**config.mk**
```make
export PLATFORM = sky130hd
export DESIGN_NAME = vit_conv0_dma_rd_arb
export DESIGN_NICKNAME = d
export VERILOG_FILES = /design/src/rtl/vit_conv0_dma_rd_arb_pkg.sv /design/src/rtl/vit_dma_ord_fifo.sv /design/src/rtl/vit_conv0_dma_rd_arb.sv
export SDC_FILE = /design/constraint.sdc
export NUM_CORES = 1
export LEC_CHECK = 0
export ABC_AREA = 1
export BUFFER_PORTS_ARGS = -buffer_cell sky130_fd_sc_hd__buf_2
export CAP_MARGIN = 15
export CORE_AREA = 4 4 385 387
export CTS_CLUSTER_DIAMETER = 150
export DETAILED_ROUTE_END_ITERATION = 8
export DIE_AREA = 0 0 389 391
export MAX_ROUTING_LAYER = met4
export REMOVE_ABC_BUFFERS = 1
export SLEW_MARGIN = 20
export SYNTH_ARGS = -nofsm -noshare
export SYNTH_HDL_FRONTEND = slang
export SYNTH_SLANG_ARGS = --single-unit
```
**constraint.sdc**
```tcl
create_clock -name clk -period 3.3 [get_ports clk]
set_input_delay 0.495 -clock clk [delete_from_list [all_inputs] [get_ports clk]]
set_output_delay 0.495 -clock clk [all_outputs]
set_load 0.005 [all_outputs]
```
**src/rtl/vit_conv0_dma_rd_arb_pkg.sv**
```systemverilog
// Shared widths, client IDs and order-entry layout for the conv0 DMA read arbiter.
// Burst-length width comes from log2AXI_BURST_LEN (defaults to 4 when not set).
`ifndef log2AXI_BURST_LEN
`define log2AXI_BURST_LEN 4
`endif

package vit_conv0_dma_rd_arb_pkg;

  localparam int LEN_W = `log2AXI_BURST_LEN;
  localparam int REQ_W = LEN_W + 64;
  localparam int ORD_W = 1 + LEN_W;

  typedef enum logic {
    CLI_DAT = 1'b0,
    CLI_WT  = 1'b1
  } client_e;

  typedef struct packed {
    client_e          id;
    logic [LEN_W-1:0] len;
  } ord_entry_t;

  function automatic logic [LEN_W-1:0] req_len(
    input logic [REQ_W-1:0] pd
  );
    return pd[REQ_W-1 -: LEN_W];
  endfunction

endpackage

```
**src/rtl/vit_dma_ord_fifo.sv**
```systemverilog
// Order FIFO: remembers which client owns each outstanding read and its burst length.
// Flop array with a registered occupancy count.
module vit_dma_ord_fifo
  import vit_conv0_dma_rd_arb_pkg::*;
#(
  parameter int DEPTH = 16
) (
  input  logic       clk,
  input  logic       rst_n,
  input  logic       push,
  input  ord_entry_t push_data,
  input  logic       pop,
  output ord_entry_t head,
  output logic       full,
  output logic       empty
);

  localparam int AW = $clog2(DEPTH);
  localparam int CW = AW + 1;

  ord_entry_t      mem [DEPTH];
  logic [AW-1:0]   wr_ptr;
  logic [AW-1:0]   rd_ptr;
  logic [CW-1:0]   count;
  logic            push_ok;
  logic            pop_ok;

  assign full    = (count == CW'(DEPTH));
  assign empty   = (count == '0);
  assign push_ok = push & ~full;
  assign pop_ok  = pop & ~empty;
  assign head    = mem[rd_ptr];

  always_ff @(posedge clk) begin
    if (push_ok) begin
      mem[wr_ptr] <= push_data;
    end
  end

  // Pointers are AW bits wide, so they wrap modulo DEPTH.
  always_ff @(posedge clk) begin
    if (!rst_n) begin
      wr_ptr <= '0;
      rd_ptr <= '0;
      count  <= '0;
    end else begin
      if (push_ok) begin
        wr_ptr <= wr_ptr + 1'b1;
      end
      if (pop_ok) begin
        rd_ptr <= rd_ptr + 1'b1;
      end
      unique case ({push_ok, pop_ok})
        2'b10:   count <= count + 1'b1;
        2'b01:   count <= count - 1'b1;
        default: count <= count;
      endcase
    end
  end

endmodule

```
**src/rtl/vit_conv0_dma_rd_arb.sv**
```systemverilog
// Merges feature-map and weight DMA reads onto MCIF and routes responses back in order.
// VIT_DMA_RD_ARB_WT_PRIO_EN selects fixed wt-over-dat priority instead of round-robin.
module vit_conv0_dma_rd_arb
  import vit_conv0_dma_rd_arb_pkg::*;
#(
  parameter int ORD_DEPTH = 16,
  parameter int RESP_W    = 256
) (
  input  logic              clk,
  input  logic              rst_n,
  input  logic              dat_rd_req_vld,
  output logic              dat_rd_req_rdy,
  input  logic [REQ_W-1:0]  dat_rd_req_pd,
  input  logic              wt_rd_req_vld,
  output logic              wt_rd_req_rdy,
  input  logic [REQ_W-1:0]  wt_rd_req_pd,
  output logic              mcif_rd_req_vld,
  input  logic              mcif_rd_req_rdy,
  output logic [REQ_W-1:0]  mcif_rd_req_pd,
  input  logic              mcif_rd_resp_vld,
  output logic              mcif_rd_resp_rdy,
  input  logic [RESP_W-1:0] mcif_rd_resp_pd,
  output logic              dat_rd_resp_vld,
  input  logic              dat_rd_resp_rdy,
  output logic [RESP_W-1:0] dat_rd_resp_pd,
  output logic              wt_rd_resp_vld,
  input  logic              wt_rd_resp_rdy,
  output logic [RESP_W-1:0] wt_rd_resp_pd,
  output logic              idle
);

  logic             req_vld_q;
  logic [REQ_W-1:0] req_pd_q;
  logic             load;
  logic             can_gnt;
  logic             gnt_dat;
  logic             gnt_wt;
  logic             gnt_any;
  logic [REQ_W-1:0] gnt_pd;
  ord_entry_t       push_ent;
  ord_entry_t       head;
  logic             fifo_full;
  logic             fifo_empty;
  logic [LEN_W-1:0] beat_cnt;
  logic             head_wt;
  logic             sel_rdy;
  logic             beat;
  logic             last_beat;

  // Full uses the registered count, so a same-cycle pop never frees a slot.
  assign load    = ~req_vld_q | mcif_rd_req_rdy;
  assign can_gnt = rst_n & load & ~fifo_full;

`ifdef VIT_DMA_RD_ARB_WT_PRIO_EN
  always_comb begin
    gnt_dat = 1'b0;
    gnt_wt  = 1'b0;
    if (can_gnt) begin
      gnt_wt  = wt_rd_req_vld;
      gnt_dat = dat_rd_req_vld & ~wt_rd_req_vld;
    end
  end
`else
  client_e last_gnt;

  always_comb begin
    gnt_dat = 1'b0;
    gnt_wt  = 1'b0;
    if (can_gnt) begin
      unique case ({dat_rd_req_vld, wt_rd_req_vld})
        2'b11: begin
          gnt_dat = (last_gnt == CLI_WT);
          gnt_wt  = (last_gnt == CLI_DAT);
        end
        2'b10:   gnt_dat = 1'b1;
        2'b01:   gnt_wt  = 1'b1;
        default: ;
      endcase
    end
  end

  always_ff @(posedge clk) begin
    if (!rst_n) begin
      last_gnt <= CLI_WT;
    end else if (gnt_any) begin
      last_gnt <= gnt_wt ? CLI_WT : CLI_DAT;
    end
  end
`endif

  assign gnt_any        = gnt_dat | gnt_wt;
  assign gnt_pd         = gnt_wt ? wt_rd_req_pd : dat_rd_req_pd;
  assign dat_rd_req_rdy = gnt_dat;
  assign wt_rd_req_rdy  = gnt_wt;

  always_ff @(posedge clk) begin
    if (!rst_n) begin
      req_vld_q <= 1'b0;
      req_pd_q  <= '0;
    end else if (load) begin
      req_vld_q <= gnt_any;
      if (gnt_any) begin
        req_pd_q <= gnt_pd;
      end
    end
  end

  assign mcif_rd_req_vld = req_vld_q;
  assign mcif_rd_req_pd  = req_pd_q;

  assign push_ent.id  = gnt_wt ? CLI_WT : CLI_DAT;
  assign push_ent.len = req_len(gnt_pd);

  vit_dma_ord_fifo #(
    .DEPTH (ORD_DEPTH)
  ) u_ord_fifo (
    .clk       (clk),
    .rst_n     (rst_n),
    .push      (gnt_any),
    .push_data (push_ent),
    .pop       (last_beat),
    .head      (head),
    .full      (fifo_full),
    .empty     (fifo_empty)
  );

  assign head_wt = (head.id == CLI_WT);
  assign sel_rdy = head_wt ? wt_rd_resp_rdy : dat_rd_resp_rdy;

  assign mcif_rd_resp_rdy = rst_n & ~fifo_empty & sel_rdy;
  assign dat_rd_resp_vld  = rst_n & mcif_rd_resp_vld & ~fifo_empty & ~head_wt;
  assign wt_rd_resp_vld   = rst_n & mcif_rd_resp_vld & ~fifo_empty & head_wt;
  assign dat_rd_resp_pd   = mcif_rd_resp_pd;
  assign wt_rd_resp_pd    = mcif_rd_resp_pd;

  assign beat      = mcif_rd_resp_vld & mcif_rd_resp_rdy;
  assign last_beat = beat & (beat_cnt == head.len);

  always_ff @(posedge clk) begin
    if (!rst_n) begin
      beat_cnt <= '0;
    end else if (last_beat) begin
      beat_cnt <= '0;
    end else if (beat) begin
      beat_cnt <= beat_cnt + 1'b1;
    end
  end

  assign idle = ~rst_n | (fifo_empty & ~req_vld_q);

  // A response beat with no outstanding order entry is a protocol error.
  a_resp_has_order: assert property (
    @(posedge clk) disable iff (!rst_n)
    mcif_rd_resp_vld |-> !fifo_empty
  );

endmodule

```
# Word level (Yosys, flattened, before mapping)
# Memory sizes are Yosys's and may differ from the RTL's. A register that Yosys moved wholly into a read port is not among the register bits.
# Cells that the tools add are included.
# word_totals
ramBits	80
inputBits	400
reg_bits	87
mem_count	1
out_inout_bits	587
# mem_list
name	words	width	read_ports	rd_clocked_by_memory_dff	wr	line	rtl
u_ord_fifo.mem	16	5	1	1	1	vit_dma_ord_fifo.sv:21	ord_entry_t mem [DEPTH];
# op_classes
bitwise_logic	22
n_eq_ne	7
n_addsub	5
muxes	12
n_reduce_logical	4
# ops
op	count
two-way mux 68 bit	1
bitwise AND 1 bit	13
adder 4 x 1 -> 4 bit (second input constant)	3
one-hot mux 5 bit (2 select lines)	1
two-way mux 4 bit	2
equality test 2 bit (second input constant)	3
two-way mux 1 bit	6
inverter 1 bit	6
adder 5 x 1 -> 5 bit (second input constant)	1
equality test 5 bit (second input constant)	1
logical NOT 5 bit	1
subtractor 5 x 1 -> 5 bit (second input constant)	1
equality test 2 x 1 -> 1 bit (second input constant)	2
equality test 4 bit	1
one-hot mux 1 bit (2 select lines)	2
bitwise OR 1 bit	3
AND reduction 2 bit	1
nonzero test 2 bit	1
OR reduction 2 bit	1

# Depth between registers and ports, before layout
# Gate-level depths: netlist (run 1).
# logic_depth
word_depth	9
ltp_mapped	27
depth_no_buf	24

# By module
# From an unflattened synthesis (run 1), not the netlist that was laid out.
# unflattened
hier_cells	1466
hier_area_um2	11863.9
# modules_own_cells
module	instances	area_per_inst_um2	cells_per_inst
vit_conv0_dma_rd_arb	1	7686.1	1112
vit_dma_ord_fifo	1	4177.8	354

# Worst setup path after synthesis (run 1)
# No wires, ideal clock.
# synth_timing
path_kind	register to register
from	reg with a tool-made name
to	reg u_ord_fifo.count[4]
required_time_ns	3.181
path_slack_ns	0.468
synth_period_minus_slack_ns	2.832
path_stages_with_launch	28
arrival_ns	2.713
path_cell_list	dfxtp_1 -> buf_4 -> inv_2 -> buf_6 -> buf_6 -> nand2_1 -> nand2_1 -> nand2_1 -> nand3_1 -> nand3_1 -> nand2_1 -> nand2_1 -> nand2_1 -> nor2_4 -> nand3_4 -> inv_1 -> ha_1 -> xor2_1 -> ha_1 -> a21o_1 -> nand2_1 -> nand2_1 -> a21oi_1 -> nand2_1 -> nand2_1 -> nor2_1 -> o21ai_0 -> a21oi_1
# synth_lines
element	line	rtl
to (signal assigned)	vit_dma_ord_fifo.sv:54	2'b10: count <= count + 1'b1;
to (signal assigned)	vit_dma_ord_fifo.sv:55	2'b01: count <= count - 1'b1;
to (signal assigned)	vit_dma_ord_fifo.sv:56	default: count <= count;
to (decl)	vit_dma_ord_fifo.sv:24	logic [CW-1:0] count;

==> results.yml, run 1 <==
place:
  hpwl_mm: 179
  place_congestion: 0.934
  port_buffers: 218
  dp_cells: 2982
sta:
  worstMarginPinSlew_ps: 883
  timing.final.max_slew_violations: 0
  clock.fmax_mhz: 336
  finClkSkew_ps: 22.0
  period_share_pct: 90.1
  finalSetupViolCount: 0
  finalHoldViolations: 0
  timing.final.crit_period_ps: 2970
  rsz0062_at_grt: "false"
  slew_headroom_pct: 41.1
synthesis:
  yosys-top-cells-count: "buf_4, nand2_1, dfxtp_1, edfxtp_1, o21ai_0"
  synth_top_area_share_pct: 34.0
  ys.warnings.count: 0
  yosys.area.top_type: "buf_4"
  synth_most_common_cell: "buf_4"
  synth_seq_cells: 171
  async_reset_ff_share_pct: 0
  ys.flop_type: "dfxtp_1"
  synth_edf_count: 80
  yosys-top-cells-area: "buf_4, edfxtp_1, dfxtp_1"
  synth_cell_type_count: 32
  synth_area_um2: 11400
  synth_seq_area_share_pct: 37.2
  synthCells: 1387
  syn_area_per_cell_um2: 8.20
pwr:
  pwr-share-clk_pct: 41.1
  p_leak_nw: 4.35
  switching_share_pct: 30.6
  pwr-share-comb_pct: 13.0
  p_int_mw: 3.62
  p_per_area_nw_per_um2: 447
  netSwitchingPower_mw: 1.59
  seqPwrFrac_pct: 45.9
  ir_drop_mv: 0.326
setup_path:
  cp_cell_sequence: "buf_12 -> nor2_1 -> nor2_1 -> o21ai_0 -> nand3_1 -> nand3_1 -> nand3_1 -> nand2_1 -> nor2_4 -> nand3_4 -> inv_2 -> ha_2 -> xor2_2 -> ha_1 -> a21o_1 -> nand2_1 -> nand2_1 -> a21oi_1 -> nand2_1 -> nand2_1 -> nor2_2 -> o21ai_1 -> a21oi_1"
  slowest_delay_ps: 400
  crit_top_cell: "nand2_1"
  cp-start-kind: "flop"
  arrival_ps: 3350
  cp_slowest_cell: "dfxtp_4"
  r2r_slack_ps: 330
  critPathRequiredTime_ps: 3680
  r2r_end: "u_ord_fifo.count[4]"
  path_class: "flop to flop"
  cp-end-kind: "flop"
  crit_path_end: "u_ord_fifo.count[4]"
  cp_max_fo: 18
  r2r_cells: 23
clock_tree:
  clk_pin_slew_ps: 90
  cts_buffers: 17
  clock_latency_ps: 490
  tritoncts: "built"
  cts_hold_buf: 0
  htreeDepth: 4
  cts.sinks: 171
  clock_path_buffers: 2
  clock-root-buffer: "clkbuf_16"
global_route:
  grt_first_pass_wirelength_mm: 216
  grt_max_degree: 106
  grt_pass1_vias: 8114
  grt_usage_pct: 25.8
  grt_overflow_total: 0
  antenna_found_initial: 3
detailed_routing:
  drcViolationCount: 0
  drt_iter0_markers: 745
  drt_first_pass_iters: 7
  wire_per_inst_um: 65.3
  drt-total-wl_mm: 197
  vias: 9283
  detail-route-antenna-nets: 0
  viasPerCell: 3.08
outcome:
  status: "finished, final reports clean"
die:
  num_rows: 140
  core-area_um2: 145000
  dieHeight_um: 391
  die-area_um2: 152000
  die_x_um: 389
  start_util_pct: 7.85
  io_pins: 987
layout:
  multi_input_area_um2: 2820
  area_growth_syn_to_layout_pct: 2.53
  finalNonFillerCells: 3018
  fill_cells: 16916
  drive_gt1_share_pct: 26.6
  seq_area_um2: 4230
  nets: 1494
  utilization_pct: 8.05
worst_hold_path:
  hp-class: "primary input to flop"
flow_run:
  drv_cap: 0
==> cell type report <==
| class | instances | share of cell area, % |
|---|---|---|
| Sequential cell | 171 | 36.3 |
| Multi-Input combinational cell | 587 | 24.2 |
| Tap cell | 1917 | 20.6 |
| Timing Repair Buffer | 241 | 11.3 |
| Clock buffer | 17 | 3.65 |
| Inverter | 66 | 2.20 |
| Clock inverter | 15 | 1.75 |
| Antenna cell | 4 | 0.0859 |
==> logic make-up after synthesis <==
family	after synthesis	synth area share, %
AOI/OAI and AO/OA	171	8.37
and+or+nand+nor	398	14.5
adders and majority gates	10	1.10
buffers and inverters	629	38.2
DFF	171	37.2
xor gates and xnor gates	8	0.616
==> cells in the final DEF, fill, tap and decap left out, types with 2 or more instances in the layout <==
master and n:
xor2_1 6, diode_2 4, o21ai_0 79, inv_2 2, a21oi_1 13, inv_12 3
nor2_2 3, inv_6 3, clkinv_4 2, o21ai_1 7, o211ai_1 2, buf_12 4
nor2_4 3, nor2_1 50, ha_1 9, buf_2 218, clkinv_8 6, dfxtp_1 90
a31oi_1 68, inv_1 60, inv_8 2, edfxtp_1 80, nand2_1 274, clkbuf_16 17
nand4_1 2, nand3_1 60, buf_4 19
==> state kept, by name (all words and copies together) (netlist names), named ones only <==
register and flops:
beat_cnt 4, u_ord_fifo.wr_ptr 4, u_ord_fifo.count 5, u_ord_fifo.mem 80, last_gnt 1, u_ord_fifo.rd_ptr 4
mcif_rd_req_vld 1, mcif_rd_req_pd 68
==> metal layers <==
| layer | up-vias | part of all wire [%] | GRT usage [%] | wire length, um |
|---|---|---|---|---|
| met3 | 199 | 26 | 31.0 | 51100 |
| met4 | 0 | 8.8 | 17.9 | 17300 |
| met2 | 1690 | 46 | 41.4 | 91100 |
| met1 | 4028 | 19 | 13.3 | 37400 |
| met5 | - | 0 | - | 0 |
| li1 | 3366 | - | - | - |
==> worst max-delay path: cells and delay by family (launching register included) <==
kind            cells  cell delay [ps]
compound gates      5              620
xor+xnor            1               80
fa+ha+maj           2              400
buf+inv             2              270
flops               1              400
simple gates       13             1080
==> worst min-delay path by stage <==
stage / from / slack (ps) / to / cells after the start
final: wt_rd_req_pd[24] / 250 / mcif_rd_req_pd[24] / 3
after floorplan: last_gnt / 430 / last_gnt / 2
after detailed placement: last_gnt / 450 / last_gnt / 2
after global routing: wt_rd_req_pd[27] / 230 / mcif_rd_req_pd[27] / 3
after CTS: wt_rd_req_pd[24] / 210 / mcif_rd_req_pd[24] / 3
after global placement: last_gnt / 440 / last_gnt / 2
==> power groups by stage <==
stage	clock [mW]	combinational [mW]	sequential, mW
after floorplan	0	0.264	2.43
after global placement	0	0.677	2.43
after detailed placement	0	0.685	2.44
after CTS	2.22	0.685	2.39
after global routing	2.30	0.753	2.40
final	2.14	0.675	2.39
==> stage by stage <==
step                hold WS [ps]  setup slack [ps]  cell area [um^2]  TNS, ps  power (mW)
CTS                          207              35.9             11600        0        5.29
floorplan                    429             -1520              7270  -205420        2.70
global placement             444              82.2             11000        0        3.11
detailed placement           455              55.9             11000        0        3.12
finish                       247               327             11700        0        5.21
global route                 228              10.3             11600        0        5.45
==> timing repair <==
action / in CTS / in global routing
setup buffers: 0 / 0
gates resized for setup: 0 / 16
endpoints found under the setup margin: 0 / 2
(Power assumes the default switching activity.)
==> inputs of run 2 (changes only) <==
--- a/config.mk
+++ b/config.mk
@@ -8,13 +8,14 @@
 export ABC_AREA = 1
 export BUFFER_PORTS_ARGS = -buffer_cell sky130_fd_sc_hd__buf_2
 export CAP_MARGIN = 15
-export CORE_AREA = 4 4 385 387
+export CORE_AREA = 4 4 377 379
 export CTS_CLUSTER_DIAMETER = 150
 export DETAILED_ROUTE_END_ITERATION = 8
-export DIE_AREA = 0 0 389 391
+export DIE_AREA = 0 0 381 383
 export MAX_ROUTING_LAYER = met4
 export REMOVE_ABC_BUFFERS = 1
 export SLEW_MARGIN = 20
 export SYNTH_ARGS = -nofsm -noshare
 export SYNTH_HDL_FRONTEND = slang
+export SYNTH_HIERARCHICAL = 1
 export SYNTH_SLANG_ARGS = --single-unit
==> run 2 against run 1 <==
Effect of this change:
- clock skew barely moved
- area after synthesis rose by 4.3%
- via count rose by 4.5%
- largest power group unchanged
- critical endpoint is now u_ord_fifo/count[4]
- hold slack improved by 63 ps
==> results.yml, run 2 <==
layout:
  fill_cells: 16267
  final_cell_mix: "buf_2, nand2_1, nor2_1"
  nets: 1576
  finalNonFillerCells: 2988
  largest-register: "u_ord_fifo/mem"
  largest_reg_flops: 80
  area_growth_syn_to_layout_pct: 1.22
  layout_commonest_cell: "buf_2"
  drive_gt1_share_pct: 25.9
synthesis:
  synth_most_common_cell: "buf_4"
  yosys-top-cells-area: "buf_4, edfxtp_1, dfxtp_1"
  syn_area_per_cell_um2: 8.09
  yosys.area.top_type: "buf_4"
  yosys-top-cells-count: "buf_4, nand2_1, nor2_1, o21ai_0, dfxtp_1"
  synth_cell_type_count: 31
  synth_top_area_share_pct: 32.6
  synthCells: 1466
  synth_seq_area_share_pct: 35.6
  synth_area_um2: 11900
  synth_seq_cells: 171
  ys.flop_type: "dfxtp_1"
  synth_edf_count: 80
  ys.warnings.count: 6
  async_reset_ff_share_pct: 0
detailed_routing:
  detail-route-antenna-nets: 0
  drcViolationCount: 0
  drt-total-wl_mm: 194
  drt_iter0_markers: 910
  wire_per_inst_um: 65.0
  drt_first_pass_iters: 5
  vias: 9704
  viasPerCell: 3.25
die:
  dieHeight_um: 383
  die_x_um: 381
  start_util_pct: 8.54
  die-area_um2: 146000
  num_rows: 137
  io_pins: 987
  core-area_um2: 139000
global_route:
  antenna_found_initial: 3
  grt_max_degree: 69
  grt_pass1_vias: 8130
  grt_first_pass_wirelength_mm: 213
  grt_overflow_total: 0
  grt_usage_pct: 26.5
flow_run:
  drv_cap: 0
setup_path:
  critPathRequiredTime_ps: 3680
  cp_slowest_cell: "dfxtp_4"
  cp_max_fo: 27
  crit_top_cell: "nand2_1"
  path_class: "flop to flop"
  cp_cell_sequence: "buf_12 -> mux2i_1 -> o21ai_0 -> o211ai_1 -> nand2_1 -> xnor2_1 -> nand2_1 -> nor2_1 -> nand2_1 -> inv_1 -> nand2_4 -> inv_6 -> ha_4 -> xor2_2 -> ha_1 -> inv_1 -> nand2_2 -> nand2_2 -> nand3_1 -> nand3_1 -> nand2_1 -> inv_1"
  arrival_ps: 3440
  slowest_delay_ps: 430
  cp-start-kind: "flop"
  cp-end-kind: "flop"
clock_tree:
  cts_buffers: 17
  clock_path_buffers: 2
  clock-root-buffer: "clkbuf_16"
  clk_pin_slew_ps: 80
  tritoncts: "built"
  cts_hold_buf: 0
  clock_latency_ps: 500
  cts.sinks: 171
  htreeDepth: 4
sta:
  finalHoldViolations: 0
  slew_headroom_pct: 39.8
  rsz0062_at_grt: "false"
  finClkSkew_ps: 22.2
  worstMarginPinSlew_ps: 903
  period_share_pct: 92.7
  fin_hold_ws_ps: 310
  finalSetupViolCount: 0
  clock.fmax_mhz: 327
  timing.final.crit_period_ps: 3060
  timing.final.max_slew_violations: 0
pwr:
  p_leak_nw: 4.67
  ir_drop_mv: 0.348
  p_per_area_nw_per_um2: 459
  power.total_mw: 5.51
place:
  place_congestion: 1.00
  port_buffers: 218
  dp_cells: 2953
  hpwl_mm: 175
outcome:
  status: "finished, final reports clean"
worst_hold_path:
  hp-class: "primary input to flop"
## run 2: changes by cell type after synthesis, sizes merged, moves of 2 or more
cell / change
buf: +13
xnor2: +4
nand4: +4
clkbuf: -7
nand2: -84
nor2: +122
a21oi: +19
a31oi: -68
o21ai: +11
mux2i: +20
nand3: +28
inv: +2
o211ai: +19
## run 2: path summary, 6_finish.rpt
path	from	endpoint	slack (ps)	cells past startpoint
hold reg to reg	mcif_rd_req_pd[64]	mcif_rd_req_pd[64]	480	2
setup reg to reg	flop	u_ord_fifo/count[4]	240	22
hold / removal	dat_rd_req_pd[60]	mcif_rd_req_pd[60]	310	5
setup / recovery	flop	u_ord_fifo/count[4]	240	22
## run 2: cell type report
type                    instances  area [um^2]  area share [%]
inverters                      67          256            2.14
flip-flops and latches        171         4230            35.2
multi-input cells             659         3210            26.8
repair buffers                251         1430            11.9
clock inverters                15          194            1.61
clock buffers                  17          425            3.54
diodes                          1         2.50          0.0208
well taps                    1807         2260            18.8
## run 2: timing repair
action / CTS / global route
buffers inserted: 0 / 1
resized for setup: 0 / 4
endpoints found under the setup margin: 0 / 2
## run 2: stage by stage
stage	cell area, um^2	TNS, ps	util [%]	worst slack, ps
finish	12000	0	8.65	240
global route	12000	0	8.65	40.2
CTS	12000	0	8.61	92.3
detailed placement	11300	0	8.16	112
global placement	11300	0	8.16	139
floorplan	7660	-21640	-	-600
## run 2: cell families (layout without fill, tap and decap cells)
| kind of cell | count (synthesis) | after routing | synth area share [%] |
|---|---|---|---|
| multiplexers | 20 | 20 | 1.69 |
| AO/OA/AOI/OAI | 151 | 151 | 6.88 |
| adder cells (fa/ha/maj) | 9 | 9 | 0.949 |
| XOR/XNOR | 11 | 11 | 0.875 |
| AND/OR/NAND/NOR | 468 | 468 | 16.4 |
| flip-flops | 171 | 171 | 35.6 |
| other | 0 | 1 | 0 |
| buffers and inverters | 636 | 350 | 37.6 |
## run 2: per-layer routing
metal  up-vias  routed length, um  GRT usage (%)
met4         0              21000           22.7
met3       239              50400           31.9
li1       3576                  -              -
met2      1734              85700           40.2
met1      4155              37300           13.7
met5         -                  0              -
## run 2: report_power, final
part | internal (mW) | leakage (nW) | switching [mW] | total [mW]
Sequential | 2.35 | 1.47 | 0.0723 | 2.42
Combinational | 0.312 | 2.90 | 0.580 | 0.891
Clock | 1.15 | 0.297 | 1.05 | 2.20
Total | 3.82 | 4.67 | 1.70 | 5.51
## run 2: critical path: cells and delay by family (launching register included)
kind            cells  cell delay, ps
flops               1             430
simple gates       10             860
xor+xnor            2             310
mux                 1             200
fa+ha+maj           2             320
compound gates      2             360
buf+inv             5             450
